==> src/rtl/ps2_key_fifo.sv <==
// PS/2 device-to-host receiver: synchroniser, clock filter, frame FSM with timeout,
// E0/E1/F0 prefix folding and a first-word fall-through event FIFO.
module ps2_key_fifo #(
    parameter int unsigned HI_LEN       = 4,
    parameter int unsigned LO_LEN       = 12,
    parameter int unsigned TIMEOUT_BITS = 16,
    parameter int unsigned FIFO_DEPTH   = 8,
    parameter int unsigned PARITY_CHECK = 1,
    localparam int unsigned AW          = $clog2(FIFO_DEPTH)
) (
    input  logic          clk,
    input  logic          reset,
    input  logic          ps2_clk,
    input  logic          ps2_data,
    output logic [10:0]   evt_data,
    output logic          evt_valid,
    input  logic          evt_ready,
    output logic [AW:0]   evt_count,
    output logic          parity_err,
    output logic          frame_err,
    output logic          overflow
);

    localparam int unsigned HL = HI_LEN + LO_LEN;
    localparam int unsigned CW = AW + 1;
    localparam logic [HL-1:0] EdgePat = {{HI_LEN{1'b1}}, {LO_LEN{1'b0}}};
    localparam logic [TIMEOUT_BITS-1:0] TmoOne = 1;
    localparam logic [TIMEOUT_BITS-1:0] TmoMax = '1;

    typedef enum logic [1:0] {StIdle, StData, StParity, StStop} state_e;

    logic [1:0]              clk_sync_q, clk_sync_d;
    logic [1:0]              dat_sync_q, dat_sync_d;
    logic [HL-1:0]           hist_q, hist_d;
    state_e                  state_q, state_d;
    logic [2:0]              bitcnt_q, bitcnt_d;
    logic [7:0]              byte_q, byte_d;
    logic [TIMEOUT_BITS-1:0] tmo_q, tmo_d;
    logic                    ext_q, ext_d, rel_q, rel_d, e1_q, e1_d;
    logic                    emit_q, emit_d;
    logic [10:0]             emit_data_q, emit_data_d;
    logic                    parity_err_q, parity_err_d;
    logic                    frame_err_q, frame_err_d;
    logic                    overflow_q, overflow_d;
    logic [AW-1:0]           wr_ptr_q, wr_ptr_d, rd_ptr_q, rd_ptr_d;
    logic [AW:0]             count_q, count_d;
    logic [10:0]             mem_q [FIFO_DEPTH];

    logic edge_det, data_s, pop, full, push_ok;

    assign data_s   = dat_sync_q[1];
    assign edge_det = (hist_q == EdgePat);

    // Synchroniser and falling-edge filter; newest sample enters at the LSB.
    always_comb begin
        clk_sync_d = {clk_sync_q[0], ps2_clk};
        dat_sync_d = {dat_sync_q[0], ps2_data};
        hist_d     = {hist_q[HL-2:0], clk_sync_q[1]};
    end

    always_comb begin
        state_d      = state_q;
        bitcnt_d     = bitcnt_q;
        byte_d       = byte_q;
        ext_d        = ext_q;
        rel_d        = rel_q;
        e1_d         = e1_q;
        emit_d       = 1'b0;
        emit_data_d  = emit_data_q;
        parity_err_d = 1'b0;
        frame_err_d  = 1'b0;
        tmo_d        = tmo_q;

        if (edge_det) begin
            tmo_d = '0;
        end else if (tmo_q != TmoMax) begin
            tmo_d = tmo_q + TmoOne;
        end

        if (edge_det) begin
            unique case (state_q)
                StIdle: begin
                    if (!data_s) begin
                        state_d  = StData;
                        bitcnt_d = 3'd0;
                    end
                end
                StData: begin
                    byte_d   = {data_s, byte_q[7:1]};
                    bitcnt_d = bitcnt_q + 3'd1;
                    if (bitcnt_q == 3'd7) begin
                        state_d = StParity;
                    end
                end
                StParity: begin
                    if ((data_s ^ (^byte_q)) || (PARITY_CHECK == 0)) begin
                        state_d = StStop;
                    end else begin
                        state_d      = StIdle;
                        parity_err_d = 1'b1;
                        ext_d        = 1'b0;
                        rel_d        = 1'b0;
                        e1_d         = 1'b0;
                    end
                end
                StStop: begin
                    state_d = StIdle;
                    if (!data_s) begin
                        frame_err_d = 1'b1;
                    end else begin
                        unique case (byte_q)
                            8'hE0:   ext_d = 1'b1;
                            8'hF0:   rel_d = 1'b1;
                            8'hE1:   e1_d  = 1'b1;
                            default: begin
                                emit_d      = 1'b1;
                                emit_data_d = {e1_q, rel_q, ext_q, byte_q};
                                ext_d       = 1'b0;
                                rel_d       = 1'b0;
                                e1_d        = 1'b0;
                            end
                        endcase
                    end
                end
                default: state_d = StIdle;
            endcase
        end else if (tmo_q == TmoMax && state_q != StIdle) begin
            // Stalled mid-frame: abandon the frame but keep any prefixes already seen.
            state_d     = StIdle;
            frame_err_d = 1'b1;
        end
    end

    assign evt_valid = (count_q != '0);
    assign pop       = evt_valid && evt_ready;
    assign full      = (count_q == CW'(FIFO_DEPTH));
    assign push_ok   = emit_q && (!full || pop);

    always_comb begin
        wr_ptr_d   = push_ok ? wr_ptr_q + 1'b1 : wr_ptr_q;
        rd_ptr_d   = pop ? rd_ptr_q + 1'b1 : rd_ptr_q;
        count_d    = count_q + CW'(push_ok) - CW'(pop);
        overflow_d = overflow_q | (emit_q && full && !pop);
    end

    assign evt_data   = evt_valid ? mem_q[rd_ptr_q] : 11'd0;
    assign evt_count  = count_q;
    assign parity_err = parity_err_q;
    assign frame_err  = frame_err_q;
    assign overflow   = overflow_q;

    always_ff @(posedge clk) begin
        if (reset) begin
            clk_sync_q   <= 2'b11;
            dat_sync_q   <= 2'b11;
            hist_q       <= '1;
            state_q      <= StIdle;
            bitcnt_q     <= 3'd0;
            byte_q       <= 8'd0;
            tmo_q        <= '0;
            ext_q        <= 1'b0;
            rel_q        <= 1'b0;
            e1_q         <= 1'b0;
            emit_q       <= 1'b0;
            emit_data_q  <= 11'd0;
            parity_err_q <= 1'b0;
            frame_err_q  <= 1'b0;
            overflow_q   <= 1'b0;
            wr_ptr_q     <= '0;
            rd_ptr_q     <= '0;
            count_q      <= '0;
        end else begin
            clk_sync_q   <= clk_sync_d;
            dat_sync_q   <= dat_sync_d;
            hist_q       <= hist_d;
            state_q      <= state_d;
            bitcnt_q     <= bitcnt_d;
            byte_q       <= byte_d;
            tmo_q        <= tmo_d;
            ext_q        <= ext_d;
            rel_q        <= rel_d;
            e1_q         <= e1_d;
            emit_q       <= emit_d;
            emit_data_q  <= emit_data_d;
            parity_err_q <= parity_err_d;
            frame_err_q  <= frame_err_d;
            overflow_q   <= overflow_d;
            wr_ptr_q     <= wr_ptr_d;
            rd_ptr_q     <= rd_ptr_d;
            count_q      <= count_d;
        end
    end

    // Storage needs no reset: the head is only exposed while the FIFO is non-empty.
    always_ff @(posedge clk) begin
        if (push_ok) begin
            mem_q[wr_ptr_q] <= emit_data_q;
        end
    end

endmodule

==> config.mk <==
export PLATFORM = sky130hd
export DESIGN_NAME = ps2_key_fifo
export DESIGN_NICKNAME = d
export VERILOG_FILES = /design/src/rtl/ps2_key_fifo.sv
export SDC_FILE = /design/constraint.sdc
export NUM_CORES = 1
export LEC_CHECK = 0
export ABC_CLOCK_PERIOD_IN_PS = 3150
export BUFFER_PORTS_ARGS = -buffer_cell sky130_fd_sc_hd__buf_2
export CAP_MARGIN = 30
export CORE_MARGIN = 3
export CORE_UTILIZATION = 49
export DETAILED_ROUTE_END_ITERATION = 7
export MAX_ROUTING_LAYER = met4
export PLACE_DENSITY_LB_ADDON = 0.2
export REMOVE_ABC_BUFFERS = 1
export SYNTH_ARGS = -nofsm -noshare
export SYNTH_HDL_FRONTEND = slang
export SYNTH_SLANG_ARGS = --single-unit
==> constraint.sdc <==
create_clock -name clk -period 3.15 [get_ports clk]
set_input_delay 0.63 -clock clk [delete_from_list [all_inputs] [get_ports clk]]
set_output_delay 0.63 -clock clk [all_outputs]
set_load 0.02 [all_outputs]
# Word level (Yosys, flattened, before mapping)
# Memory sizes are Yosys's and may differ from the RTL's. A register that Yosys moved wholly into a read port is not among the register bits.
# Cells that the tools add are included.
dict set report word_totals {
  mem_count 1
  inputBits 5
  latchBits 0
  romBits 0
  ramBits 88
  regBits 77
}
# memory depth word_bits rd rd_clocked_by_memory_dff wr line
set mem_list {}
lappend mem_list {mem_q 8 11 1 1 1 47} ;# logic [10:0] mem_q [FIFO_DEPTH];
dict set report op_classes {
  n_reduce_logical 29
  n_eq_ne 19
  n_mux 29
  bitwise 7
  div 0
  addsub 6
  shifts 0
  n_lt_le_gt_ge 0
  n_mul 0
}
# cell count
set op_table {}
lappend op_table {{$eq A16 B16 Y1 const B} 2}
lappend op_table {{$eq A8 B8 Y1 const B} 3}
lappend op_table {{$add A16 B1 Y16 const B} 1}
lappend op_table {{$ne A16 B16 Y1 const B} 1}
lappend op_table {{$reduce_and A5 Y1} 3}
lappend op_table {{$mux W1} 12}
lappend op_table {{$ne A2 B2 Y1 const B} 6}
lappend op_table {{$pmux W1 S2} 6}
lappend op_table {{$mux W11} 1}
lappend op_table {{$mux W2} 5}
lappend op_table {{$add A3 B1 Y3 const B} 3}
lappend op_table {{$mux W3} 3}
lappend op_table {{$pmux W2 S4} 1}
lappend op_table {{$reduce_bool A2 Y1} 4}
lappend op_table {{$reduce_or A2 Y1} 4}
lappend op_table {{$reduce_xor A8 Y1} 1}
lappend op_table {{$ne A3 B3 Y1 const B} 2}
lappend op_table {{$pmux W3 S2} 1}
lappend op_table {{$reduce_and A3 Y1} 2}
lappend op_table {{$reduce_or A3 Y1} 2}
lappend op_table {{$logic_and A1 B1 Y1} 5}
lappend op_table {{$not A1 Y1} 5}
lappend op_table {{$add A4 B1 Y4} 1}
lappend op_table {{$eq A2 B2 Y1 const B} 2}
lappend op_table {{other kinds (13)} 14}

# Longest topological paths before layout
dict set report logic_depth {
  depth_word 6
  depth_mapped 11
  depth_no_buf 11
}

# Worst setup path after synthesis
# Ideal clock, no wire load.
dict set report synth_path {
  path_kind {register to register}
  from {reg count_q[2] (netlist: evt_count[2])}
  to {mem mem_q[0][0] (enable)}
  path_buffers 0
  period_less_slack_ns 2.527
  arrival_ns 2.134
  t_required_ns 2.757
  setup_slack_ns 0.623
  path_stages_with_launch 7
  cell_sequence {dfxtp_1 > inv_1 > ha_1 > nand2b_1 > a31oi_1 > nand2b_1 > nor3_1}
}
dict set report synth_between {
  elab_chain_len 6
}
# item line
set synth_rtl {}
lappend synth_rtl {{start: declaration} 46} ;# logic [AW:0] count_q, count_d;
lappend synth_rtl {{start signal: assignment} 190} ;# count_q <= count_d;
lappend synth_rtl {{$eq A4 B4 Y1 / $reduce_bool A4 Y1 (equally long branches)} {136, 134}}
lappend synth_rtl {{$logic_not A1 Y1 / $logic_and A1 B1 Y1 (equally long branches)} {137, 135}}
lappend synth_rtl {{$logic_or A1 B1 Y1 *} 137} ;# assign push_ok = emit_q && (!full || pop);
lappend synth_rtl {{$logic_and A1 B1 Y1 *} 137}
lappend synth_rtl {{$mux W1 *} 196} ;# if (push_ok) begin
lappend synth_rtl {{$mux W1 (not written as such) *} 197} ;# mem_q[wr_ptr_q] <= emit_data_q;
lappend synth_rtl {{end: declaration} 47}
# Every way passes the cells marked *; elsewhere a longest branch is shown, timed or not.

==> flow_summary.yaml <==
clock_tree:
  holdBufCountCts: 0
  cts_root_buf: "clkbuf_16"
  clk_latency_ns: 0.42
  cts_buffers: 17
  ctsResizeCount: 0
  path_clk_slew_ns: 0.06
  cts_tree: "done"
  cts_setup_buffers: 0
  clock_path_buffers: 2
  cts.sinks: 168
  htree_num_levels: 4
global_route:
  met2_usage: 0.277
  first_global_vias: 3854
  top_usage_layer: "met2"
  use_met3: 0.0485
  antenna_found_initial: 0
  grt_max_degree: 42
  grt_pass1_wl_um: 19600
  met1_usage: 0.223
  grt-ovfl-total: 0
  grt_usage: 0.175
power_and_ir_drop:
  vdd_drop_max_mv: 0.496
  cellPowerDensity_nw_per_um2: 703
  finalPower_mw: 5.37
  p_leak_nw: 2.64
worst_setup_path:
  r2r_slack_ns: 0.62
  rr_worst_depth: 8
  cpPeakStageDelay_ns: 0.56
  worstSetupPathType: "reg2out"
  r2r_end: "evt_count[1]$_SDFF_PP0_"
  crit_chain: "buf_4, mux4_2, mux2i_1, nor2_1, buf_2"
  cp_data_arrival_time_ns: 2.14
  reg2reg_from: "evt_count[1]$_SDFF_PP0_"
  slowest_stage: "mux4_2"
  setup.worst_path.start_class: "flip-flop"
  cp-end-kind: "output pin"
  crit_fanout: 22
  cp.required_ns: 2.52
sta:
  holdWs_ns: 0.392
  slew_headroom: 0.467
  fmax_ghz: 0.361
  finalCritPeriodShare: 0.880
  rsz0062_at_grt: "false"
  finalMaxSlewViolations: 0
  finClkSkew_ns: 0.00907
  finalHoldViolCount: 0
  post-route-min-period_ns: 2.77
  worstMarginPinSlew_ns: 0.798
  setup_tns_ns: 0
  setup_viol: 0
status:
  status: "complete, no violations"
synth:
  netlist.area_leader.share: 0.394
  ys_ff_latch: 168
  synthTopCellsByArea: "edfxtp_1 (39%), dfxtp_1 (24%), mux4_2 (7.4%)"
  ys_types: 46
  synth_top_cell_by_area: "edfxtp_1"
  syn_area_um2: 6710
  postSynthCellCount: 496
  ys_seq_area_frac: 0.632
  avgSynthCellArea_um2: 13.5
  synth_warnings: 0
drt:
  vias: 3868
  drt-total-wl_um: 11500
  drt-vias-per-instance: 5.37
  drc: 0
  firstDrtPassIters: 4
  drt_iter0_drc: 295
  final_antenna_net_count: 0
  avgRoutedWirePerCell_um: 16.0
layout:
  stdcell_count: 720
  syn_to_final_growth_pct: 13.9
  diodes: 0
  nets: 553
  post-route-cell-area_um2: 7640
  drive_above_1_share: 0.204
min_path:
  hold_depth: 2
  min_from: "ps2_clk"
  min_to: "clk_sync_q[0]$_SDFF_PP1_"
  hp-class: "in2reg"
place:
  place_area_um2: 7070
  dp_hpwl_um: 7330
  dpl.cell_count: 688
  place.port_buffers: 23
  place_congestion: 0.845
floorplan:
  die_h_um: 123
  die_area_um2: 15100
  coreArea_um2: 13300
  die_w_um: 123
  start_util: 0.505
  rows: 42
  boundaryPins: 24
run:
  maxCapViolCount: 0
worst max-delay path, delay by kind of cell (launching register included):
family / cells / cell delay (ns)
DFF: 1 / 0.31
muxes: 2 / 0.77
buffers and inverters: 2 / 0.56
and+or+nand+nor: 1 / 0.07
stage by stage:
step	util	setup WS, ns
6_report	0.575	0.380
4_1_cts	0.575	0.341
3_3_place_gp	0.532	0.689
2_1_floorplan	-	0.587
5_1_grt	0.575	0.247
3_5_place_dp	0.532	0.570
power breakdown:
group          internal [mW]  switching [mW]  leakage [nW]  total, mW
Clock                   1.24           0.770         0.275       2.01
Combinational          0.430           0.565         0.898      0.995
Sequential              2.33          0.0341          1.46       2.37
Total                   4.00            1.37          2.64       5.37
how the worst max path moves through the flow:
stage | start | to | slack, ns | cells after the start
after global placement | evt_count[1]$_SDFF_PP0_ | evt_count[1]$_SDFF_PP0_ | 0.69 | 8
after floorplan | flip-flop | evt_data[0] | 0.59 | 3
after detailed placement | evt_count[1]$_SDFF_PP0_ | evt_count[1]$_SDFF_PP0_ | 0.57 | 8
after CTS | flip-flop | evt_data[8] | 0.34 | 5
final | flip-flop | evt_data[8] | 0.38 | 5
after global routing | flip-flop | evt_data[6] | 0.25 | 5
placed cells by master (no fill, tap or decap), types with 6 or more instances in the layout:
cell type  count
edfxtp_1      88
dfxtp_1       80
nor2_1        60
mux2i_1       34
buf_2         23
mux4_2        22
or2_2         20
nand2_1       19
clkbuf_16     17
ha_1          16
inv_1         15
nand3_1       14
buf_4         14
a21oi_1       12
xnor2_1       12
nand4_1       10
nor3_1         8
nor4_1         8
xor2_1         8
nand2b_1       6
clkbuf_1       6
kinds of logic after synthesis:
logic type | synth area share
xor+xnor | 0.0295
simple gates | 0.129
buf+inv | 0.0218
fa+ha+maj | 0.0328
compound gates | 0.0304
flops | 0.632
mux | 0.125
area by class of cell:
cell class | instances | area (µm²)
Fill cell | 1088 | 5650
Sequential cell | 168 | 4240
Multi-Input combinational cell | 292 | 2330
Clock buffer | 23 | 448
Timing Repair Buffer | 37 | 220
Tap cell | 176 | 220
Clock inverter | 9 | 128
Inverter | 15 | 56.3
Yosys cell counts, drive strengths merged:
master and count:
nand2 19, a31oi 3, o21a 1, nand2b 6
mux4 22, a41oi 2, or2 20, xnor3 1
nand3 14, o211ai 3, and4b 1, fa 1
mux2i 34, nor2 61, nor4b 2, buf 5
and2 1, clkbuf 16, dfxtp 80, nand4 12
xor2 8, or4 2, a21oi 12, ha 16
and3 1, xnor2 12, o21ai 5, edfxtp 88
inv 15, nor2b 2, a21o 2, and4 2
or3 3, nor4 9, nor3 10, a211oi 3
a22oi 2
routing by layer:
layer	share of wire	wire length, µm
met5	0	0
met2	0.49	5690
met1	0.47	5370
met4	0.0092	106
met3	0.032	364
state kept, by name (all words and copies together), names as in the netlist, named ones only:
signal,cells
clk_sync_q,2
rd_ptr_q,3
e1_q,1
evt_count,4
overflow,1
frame_err,1
parity_err,1
mem_q,88
state_q,2
ext_q,1
emit_data_q,11
emit_q,1
wr_ptr_q,3
hist_q,16
rel_q,1
tmo_q,16
bitcnt_q,3
byte_q,8
dat_sync_q,2
No activity file was read; power rests on OpenSTA's default activity.
